<file path="src/rtl/alu_pkg.sv">
// Shared opcode constants, FSM state encoding and counter sizing for the bit-serial ALU.
package alu_pkg;

    localparam logic [2:0] OP_AND = 3'b000;
    localparam logic [2:0] OP_OR  = 3'b001;
    localparam logic [2:0] OP_ADD = 3'b010;
    localparam logic [2:0] OP_SUB = 3'b110;
    localparam logic [2:0] OP_SLT = 3'b111;

    typedef enum logic [1:0] {
        IDLE = 2'd0,
        RUN  = 2'd1,
        DONE = 2'd2
    } state_t;

    function automatic int cnt_w(input int width);
        return $clog2(width);
    endfunction

endpackage

</file>
<file path="src/rtl/alu1.sv">
// One-bit ALU slice: op[2] inverts B, op[1:0] picks AND / OR / SUM / LESS.
module alu1 (
    input  logic       a,
    input  logic       b,
    input  logic       cin,
    input  logic       less,
    input  logic [2:0] op,
    output logic       out,
    output logic       cout,
    output logic       set
);

    logic b_eff;
    logic sum;

    always_comb begin
        b_eff = b ^ op[2];
        sum   = a ^ b_eff ^ cin;
        cout  = (a & b_eff) | (a & cin) | (b_eff & cin);
        set   = sum;
        out   = 1'b0;
        case (op[1:0])
            2'b00:   out = a & b_eff;
            2'b01:   out = a | b_eff;
            2'b10:   out = sum;
            default: out = less;
        endcase
    end

endmodule

</file>
<file path="src/rtl/alu_serial.sv">
// Bit-serial ALU sequencer driving one alu1 slice LSB-first; WIDTH+1 cycle latency.
// Optional signed-overflow output is enabled by defining ALU_SERIAL_OVF_EN.
module alu_serial
    import alu_pkg::*;
#(
    parameter int WIDTH = 32
) (
    input  logic             clk,
    input  logic             rst_n,
    input  logic             start,
    input  logic [WIDTH-1:0] a,
    input  logic [WIDTH-1:0] b,
    input  logic [2:0]       op,
    output logic             busy,
    output logic             done,
    output logic [WIDTH-1:0] result,
    output logic             zero,
    output logic             cout
`ifdef ALU_SERIAL_OVF_EN
    ,
    output logic             overflow
`endif
);

    localparam int CW = cnt_w(WIDTH);

    state_t           state, state_next;
    logic [WIDTH-1:0] a_q, b_q, shift_q, res_next;
    logic [2:0]       op_q;
    logic [CW-1:0]    cnt;
    logic             carry_ff, set_msb;
    logic             slice_out, slice_cout, slice_set;
    logic             accept, last, load_out;
`ifdef ALU_SERIAL_OVF_EN
    logic             c_msb_in;
`endif

    alu1 u_slice (
        .a    (a_q[cnt]),
        .b    (b_q[cnt]),
        .cin  (carry_ff),
        .less (1'b0),
        .op   (op_q),
        .out  (slice_out),
        .cout (slice_cout),
        .set  (slice_set)
    );

    always_ff @(posedge clk) begin
        if (!rst_n) state <= IDLE;
        else        state <= state_next;
    end

    always_comb begin
        state_next = state;
        case (state)
            IDLE:    if (start) state_next = RUN;
            RUN:     if (last) state_next = DONE;
            DONE:    state_next = start ? RUN : IDLE;
            default: state_next = IDLE;
        endcase
    end

    always_comb begin
        busy     = (state == RUN);
        load_out = (state == DONE);
        accept   = start && ((state == IDLE) || (state == DONE));
        last     = (cnt == CW'(WIDTH - 1));
        // Set-less-than opcodes report only the sign of the MSB sum.
        res_next = (op_q[1:0] == OP_SLT[1:0]) ? {{(WIDTH-1){1'b0}}, set_msb} : shift_q;
    end

    always_ff @(posedge clk) begin
        if (!rst_n) begin
            a_q      <= '0;
            b_q      <= '0;
            op_q     <= '0;
            shift_q  <= '0;
            cnt      <= '0;
            carry_ff <= 1'b0;
            set_msb  <= 1'b0;
            done     <= 1'b0;
            result   <= '0;
            zero     <= 1'b0;
            cout     <= 1'b0;
`ifdef ALU_SERIAL_OVF_EN
            c_msb_in <= 1'b0;
            overflow <= 1'b0;
`endif
        end else begin
            done <= 1'b0;
            if (accept) begin
                a_q      <= a;
                b_q      <= b;
                op_q     <= op;
                carry_ff <= op[2];
                cnt      <= '0;
            end
            if (busy) begin
                shift_q[cnt] <= slice_out;
                carry_ff     <= slice_cout;
                if (last) begin
                    set_msb <= slice_set;
`ifdef ALU_SERIAL_OVF_EN
                    c_msb_in <= carry_ff;
`endif
                end else begin
                    cnt <= cnt + 1'b1;
                end
            end
            // Outputs read the pre-edge carry even when a new start reloads it here.
            if (load_out) begin
                result <= res_next;
                zero   <= (res_next == '0);
                cout   <= carry_ff;
                done   <= 1'b1;
`ifdef ALU_SERIAL_OVF_EN
                overflow <= c_msb_in ^ carry_ff;
`endif
            end
        end
    end

endmodule
</file>
<file path="config.mk">
export PLATFORM = sky130hd
export DESIGN_NAME = alu_serial
export DESIGN_NICKNAME = d
export VERILOG_FILES = /design/src/rtl/alu_pkg.sv /design/src/rtl/alu1.sv /design/src/rtl/alu_serial.sv
export SDC_FILE = /design/constraint.sdc
export NUM_CORES = 1
export LEC_CHECK = 0
export BUFFER_PORTS_ARGS = -buffer_cell sky130_fd_sc_hd__buf_2
export CAP_MARGIN = 20
export CORE_MARGIN = 3
export CORE_UTILIZATION = 50
export CTS_CLUSTER_DIAMETER = 100
export DETAILED_ROUTE_END_ITERATION = 7
export GPL_TIMING_DRIVEN = 0
export PLACE_DENSITY_LB_ADDON = 0.08
export REMOVE_ABC_BUFFERS = 1
export SYNTH_ARGS = -nofsm -noshare
export SYNTH_HDL_FRONTEND = slang
export SYNTH_SLANG_ARGS = --single-unit
</file>
<file path="constraint.sdc">
create_clock -name clk -period 6.9 [get_ports clk]
set_input_delay 1.38 -clock clk [delete_from_list [all_inputs] [get_ports clk]]
set_output_delay 1.38 -clock clk [all_outputs]
set_load 0.1 [all_outputs]
</file>
-- Word level (Yosys, flattened, before mapping)
Index checks and enable logic that the tools add are counted.
W data, S select, Z words.
- bits in registers: 143
- bits of input ports: 70
- output and inout bits: 36
- word-level logic and storage cells: 60
- $add $sub $neg: 1
- magnitude comparators: 2
- equality and inequality tests: 8
- multiplexer cells: 19
- bitwise gates (word level): 9
- reductions and logical operators: 9
- operator list (kind ; number):
    $bwmux W32 ; 1
    $logic_not A32 Y1 ; 1
    $mux W32 ; 1
    $mux W5 ; 3
    $bmux W1 S5 ; 2
    $mux W1 ; 7
    $eq A2 B2 Y1 const B ; 3
    $lt A5 B6 Y1 const B ; 1
    $pmux W2 S3 ; 1
    $add A5 B1 Y5 const B ; 1
    $demux W1 S5 ; 1
    $eq A5 B5 Y1 const B ; 1
    $ge A5 B1 Y1 const B ; 1
    $eq A2 B1 Y1 const B ; 2
    $logic_not A2 Y1 ; 2
    $mux W2 ; 2
    $reduce_and A2 Y1 ; 2
    $and A1 B1 Y1 ; 3
    $or A1 B1 Y1 ; 3
    $pmux W1 S3 ; 1
    $xor A1 B1 Y1 ; 3
    $logic_and A1 B1 Y1 ; 2
    $ne A2 B1 Y1 const B ; 1
    $ne A2 B2 Y1 const B ; 1
    2 further kinds ; 2

-- Depth between registers and ports, before layout
- depth after elaboration: 7
- depth in mapped cells: 15

-- Modules after synthesis
A second synthesis with hierarchy kept.
- cell total of the unflattened synthesis: 716
- area total of the unflattened synthesis: 5947.0 um^2
- modules (own cells, without submodules) (module ; instances ; cells an instance ; area each (um^2)):
    alu_serial ; 1 ; 705 ; 5848.1
    alu1 ; 1 ; 11 ; 98.8

-- Worst setup path after synthesis
OpenSTA, ideal clock, no wires.
- path type: reg2reg
- start: register cnt[1]
- end: register shift_q[12]
- setup time: 78 ps
- arrival: 2955 ps
- path slack: 3867 ps
- stages on the path, launching flop included: 14
- path buffers: 3
- clock period less this slack: 3033 ps
- cell sequence: dfxtp_1 clkbuf_1 buf_2 mux4_1 nand2_1 o21ai_0 nor4_2 fa_1 nand2_1 o21ai_0 o21ai_1 clkbuf_1 nor3_1 nor3_1
- cells in the longest elaborated chain, start to end: 7
- ends and longest elaborated chain (element ; RTL line ; RTL):
    start, declared ; alu_serial.sv:30 ; logic [CW-1:0] cnt;
    start signal, assigned ; alu_serial.sv:108 ; cnt <= cnt + 1'b1;
    $bmux W1 S5 ; alu_serial.sv:40 ; .b (b_q[cnt]),
    $mux W1 (implied by the code) ; alu_serial.sv:40 ;
    $xor A1 B1 Y1 ; alu1.sv:17 ; b_eff = b ^ op[2];
    $xor A1 B1 Y1 (2 in a row) ; alu1.sv:18 ; sum = a ^ b_eff ^ cin;
    $pmux W1 S3 ; alu1.sv:22 ; case (op[1:0])
    $bwmux W32 * ; alu_serial.sv:100 ; shift_q[cnt] <= slice_out;
    end signal, assigned by index ; alu_serial.sv:100 ;
    end, declared ; alu_serial.sv:28 ; logic [WIDTH-1:0] a_q, b_q, shift_q, res_next;
Every way passes the cells marked *; elsewhere a longest branch is shown, timed or not. The select of a mux whose other input is x is not followed.
A chain may end at the register's enable or synchronous reset.

-- Worst setup path after layout
- start: register cnt[0]
- end: register shift_q[31]
Same word-level chain as after synthesis.

==> parameters.txt <==
Parameter                              Value

Status
  Status ... finished clean

Power and ir drop
  Reported net switching power ... 0.000434 W
  Power per Cell Area ... 271 nW/um2
  Proportion of power drawn by combinational gates ... 0.076
  Worst IR drop on VDD ... 0.163 mV
  Clock network power share ... 0.470
  Part of the total power dissipated in sequential elements ... 0.455
  Leakage power ... 2.79 nW
  Switching power as a share of total power ... 0.226
  Cell internal pwr ... 0.00149 W

CTS
  Post-cts gate resize count ... 0
  Total CTS buffers ... 17
  Sinks on the clock net ... 143
  Insertion delay to the later sink of the worst-skew pair ... 0.42 ns
  Hold_buf cts ... 0
  Clock input transition at the sequential cells of the worst setup and hold paths ... 0.06 ns
  Post-CTS setup buffer count ... 0
  Clock Tree Buf Depth ... 2
  Clock root buffer ... clkbuf_16
  TritonCTS clock tree ... done
  H-tree levels ... 4

Timing
  Final period utilization ... 0.573
  Tightest hold margin ... 0.452 ns
  Max-slew headroom ... 0.298
  Final Hold Vio Count ... 0
  Worst Tran Pin Value ... 1.05 ns
  Setup Viol. Count Final ... 0
  Worst setup skew after layout ... 0.00851 ns
  Highest achievable clock rate ... 253 MHz
  Final sum of negative setup slack ... 0 ns
  Unrepaired setup endpoints after global routing ... false
  Min Tclk post-route ... 3.96 ns
  Final count of pins violating max slew ... 0

Synthesis
  Post-synthesis average cell area ... 8.19 um2
  Portion of the post-synthesis area used by sequential elements ... 0.480
  Adder-cell area share of the yosys netlist ... 0.0181
  Synth Cell Area ... 5960 um2
  Combinational family with the most area after synthesis ... simple AND/OR/NAND/NOR gates
  Post-synthesis register bit count ... 143
  Fraction of the mapped netlist area in simple logic gates ... 0.235
  Library cell occupying the most area in the post-synthesis netlist ... dfxtp_1
  Number of warnings issued by yosys ... 0
  Post-synth top area share ... 0.480
  Xor/xnor cell area share of the yosys netlist ... 0.00294
  Top cells by area in the synthesized netlist ... dfxtp_1 (48%), nand2_1 (9.6%), a21oi_1 (7.4%), nor2_1 (6.0%), a22oi_1 (3.9%)
  Synth cell types ... 41
  Compound-Gate Fraction of Synth Area ... 0.142
  Mux cell area share after synthesis ... 0.0672
  Number of standard cells after synthesis ... 728

Global routing
  Global-route wire length before repair ... 22.4 mm
  Combined global-route utilization of all metal layers ... 0.212
  Total overflow reported by the global router ... 0
  Number of global-route vias before repair ... 4763
  Largest net degree at the start of global routing ... 142
  Initial antenna violation count ... 1

Worst hold path
  Number of cells traversed by the worst hold path ... 2
  Worst hold-check path type ... flip-flop to flip-flop
  Capture endpoint of the worst hold path ... b_q[22]
  Startpoint of the worst hold path ... b_q[22]

Detailed routing
  Length of routed met2 wiring ... 6.43 mm
  Detailed Route Iter0 Violations ... 340
  Number of remaining DRC errors ... 0
  DR top layer ... met5
  Routed met1 length ... 6.36 mm
  Drt pass-1 iters ... 5
  Total length of routed wires ... 13.7 mm
  DR vias/cell ... 5.41
  Met3 wire length ... 652 um
  WL per Instance ... 14.4 um
  Routed vias ... 5153
  Post-DRT Antenna Nets ... 0

Critical path
  Slowest-stage cell, CP ... dfxtp_2
  Logic depth of the worst register-to-register path ... 11
  Data required time of the worst path ... 7.21 ns
  CP dominant cell by count ... nor3_1
  Reg2reg start ... cnt[0]
  Ordered list of cells on the worst path ... mux4_1 > inv_1 > o22ai_1 > nor4_2 > fa_1 > nand2_1 > o21ai_0 > o21ai_2 > buf_8 > nor3_1 > nor3_1
  FF-to-FF setup slack ... 2.94 ns
  Critical Path Source Type ... flip-flop
  Slowest cell delay on critical path ... 0.89 ns
  Critical path data arrival time ... 4.27 ns
  Path type of the worst setup path ... flip-flop to flip-flop
  Crit-path max FO ... 28
  Worst reg2reg path endpoint ... shift_q[31]
  Category of the worst setup path capture point ... flip-flop

Layout
  Count of fill cells added during filler insertion ... 1031
  Final #Nets ... 875
  Synthesis-to-finish area growth ... 18.7%
  Proportion of layout cells with a drive suffix above 1 ... 0.192
  Most common library cell in the layout ignoring fill and taps ... nand2_1
  Commonest cells after routing, fill and taps aside ... nand2_1 (153), dfxtp_1 (142), buf_2 (105), nor2_1 (96), a21oi_1 (87)
  Antenna diodes ... 0

Die
  Total Die Area ... 13300 um2
  Total I/O pin count ... 106
  Placement Rows ... 39
  Vert. Die Dim ... 115 um
  Horizontal extent of the die ... 115 um
  Starting Density ... 0.518
  Area of the core ... 11500 um2

Placed design
  Gp weighted congestion ... 0.786
  Port Buffer Count ... 105
  Detailed Place HPWL ... 8.93 mm

Job
  Max-cap check violation count ... 0
-- synthesized netlist by cell type (all sizes together) --
master / instances
or3b: 2
o21ai: 16
nand4: 2
nand2: 153
nand3b: 4
nor2b: 3
a211oi: 2
and2b: 1
a311oi: 1
clkinv: 1
buf: 17
xnor2: 1
nor3b: 1
nor2: 96
a22oi: 31
o22ai: 8
nand3: 11
and3: 2
or3: 1
mux4: 10
a21oi: 89
fa: 1
inv: 11
ha: 7
xor2: 1
nand2b: 3
nor4: 9
o221ai: 1
mux2i: 16
nor3: 41
dfxtp: 143
clkbuf: 43
-- worst max-delay path: cells and delay by family, from the launching register on --
kind	cells	cell delay, ns
mux	1	0.64
compound gates	3	0.65
simple gates	4	0.83
buf+inv	2	0.32
fa+ha+maj	1	0.52
flops	1	0.89
-- final cells by class --
cell class                      count  area [um2]  share of cell area
Clock buffer                       25         505              0.0714
Sequential cell                   143        2860               0.405
Tap cell                          143         179              0.0253
Inverter                           12        50.0             0.00707
Multi-Input combinational cell    513        2790               0.394
Clock inverter                      6        80.1              0.0113
Timing Repair Buffer              110         611              0.0863
-- metal layers --
| metal | up-vias | track usage |
|---|---|---|
| met5 | - | 0 |
| met4 | 2 | 0.0822 |
| met3 | 23 | 0.0542 |
| met2 | 126 | 0.343 |
| met1 | 2391 | 0.274 |
| li1 | 2611 | - |
-- logic make-up (layout without fill, tap and decap cells) --
logic type	after synthesis	after routing
simple gates	329	329
compound gates	148	148
flops	143	143
buf+inv	72	153
mux	26	26
fa+ha+maj	8	8
xor+xnor	2	2
-- worst max path at each step --
stage	start	endpoint	slack (ns)
2_1_floorplan	start	cnt[2]	2.47
3_3_place_gp	start	cnt[2]	1.09
3_5_place_dp	cnt[0]	shift_q[30]	2.93
4_1_cts	cnt[0]	shift_q[30]	2.92
5_1_grt	cnt[0]	shift_q[1]	2.64
6_report	cnt[0]	shift_q[31]	2.94
-- state kept, by name, summed over array words and instances (netlist names), 2 cells and up --
| signal | count |
|---|---|
| b_q | 32 |
| cnt | 5 |
| shift_q | 32 |
| op_q | 3 |
| result | 32 |
| state | 2 |
| a_q | 32 |
-- power groups by stage --
| stage | registers, W | logic (W) | clock network [W] |
|---|---|---|---|
| detailed placement | 0.000891 | 0.000145 | 0 |
| global route | 0.000877 | 0.000163 | 0.000954 |
| CTS | 0.000874 | 0.000145 | 0.000913 |
| global placement | 0.000889 | 0.000138 | 0 |
| floorplan | 0.000885 | 0.0000958 | 0 |
| finish | 0.000873 | 0.000145 | 0.000902 |
-- metrics by stage --
| step | total power, W | utilization | worst slack, ns | area, um2 | instances |
|---|---|---|---|---|---|
| 6_report | 0.00192 | 0.615 | 2.94 | 7080 | 952 |
| 5_1_grt | 0.00199 | 0.615 | 2.64 | 7080 | 952 |
| 4_1_cts | 0.00193 | 0.615 | 2.92 | 7080 | 952 |
| 3_5_place_dp | 0.00104 | 0.564 | 2.93 | 6490 | 921 |
| 3_3_place_gp | 0.00103 | 0.554 | 1.09 | 6380 | 916 |
| 2_1_floorplan | 0.000981 | - | 2.47 | 5680 | 668 |
No activity file was read; power rests on OpenSTA's default activity.
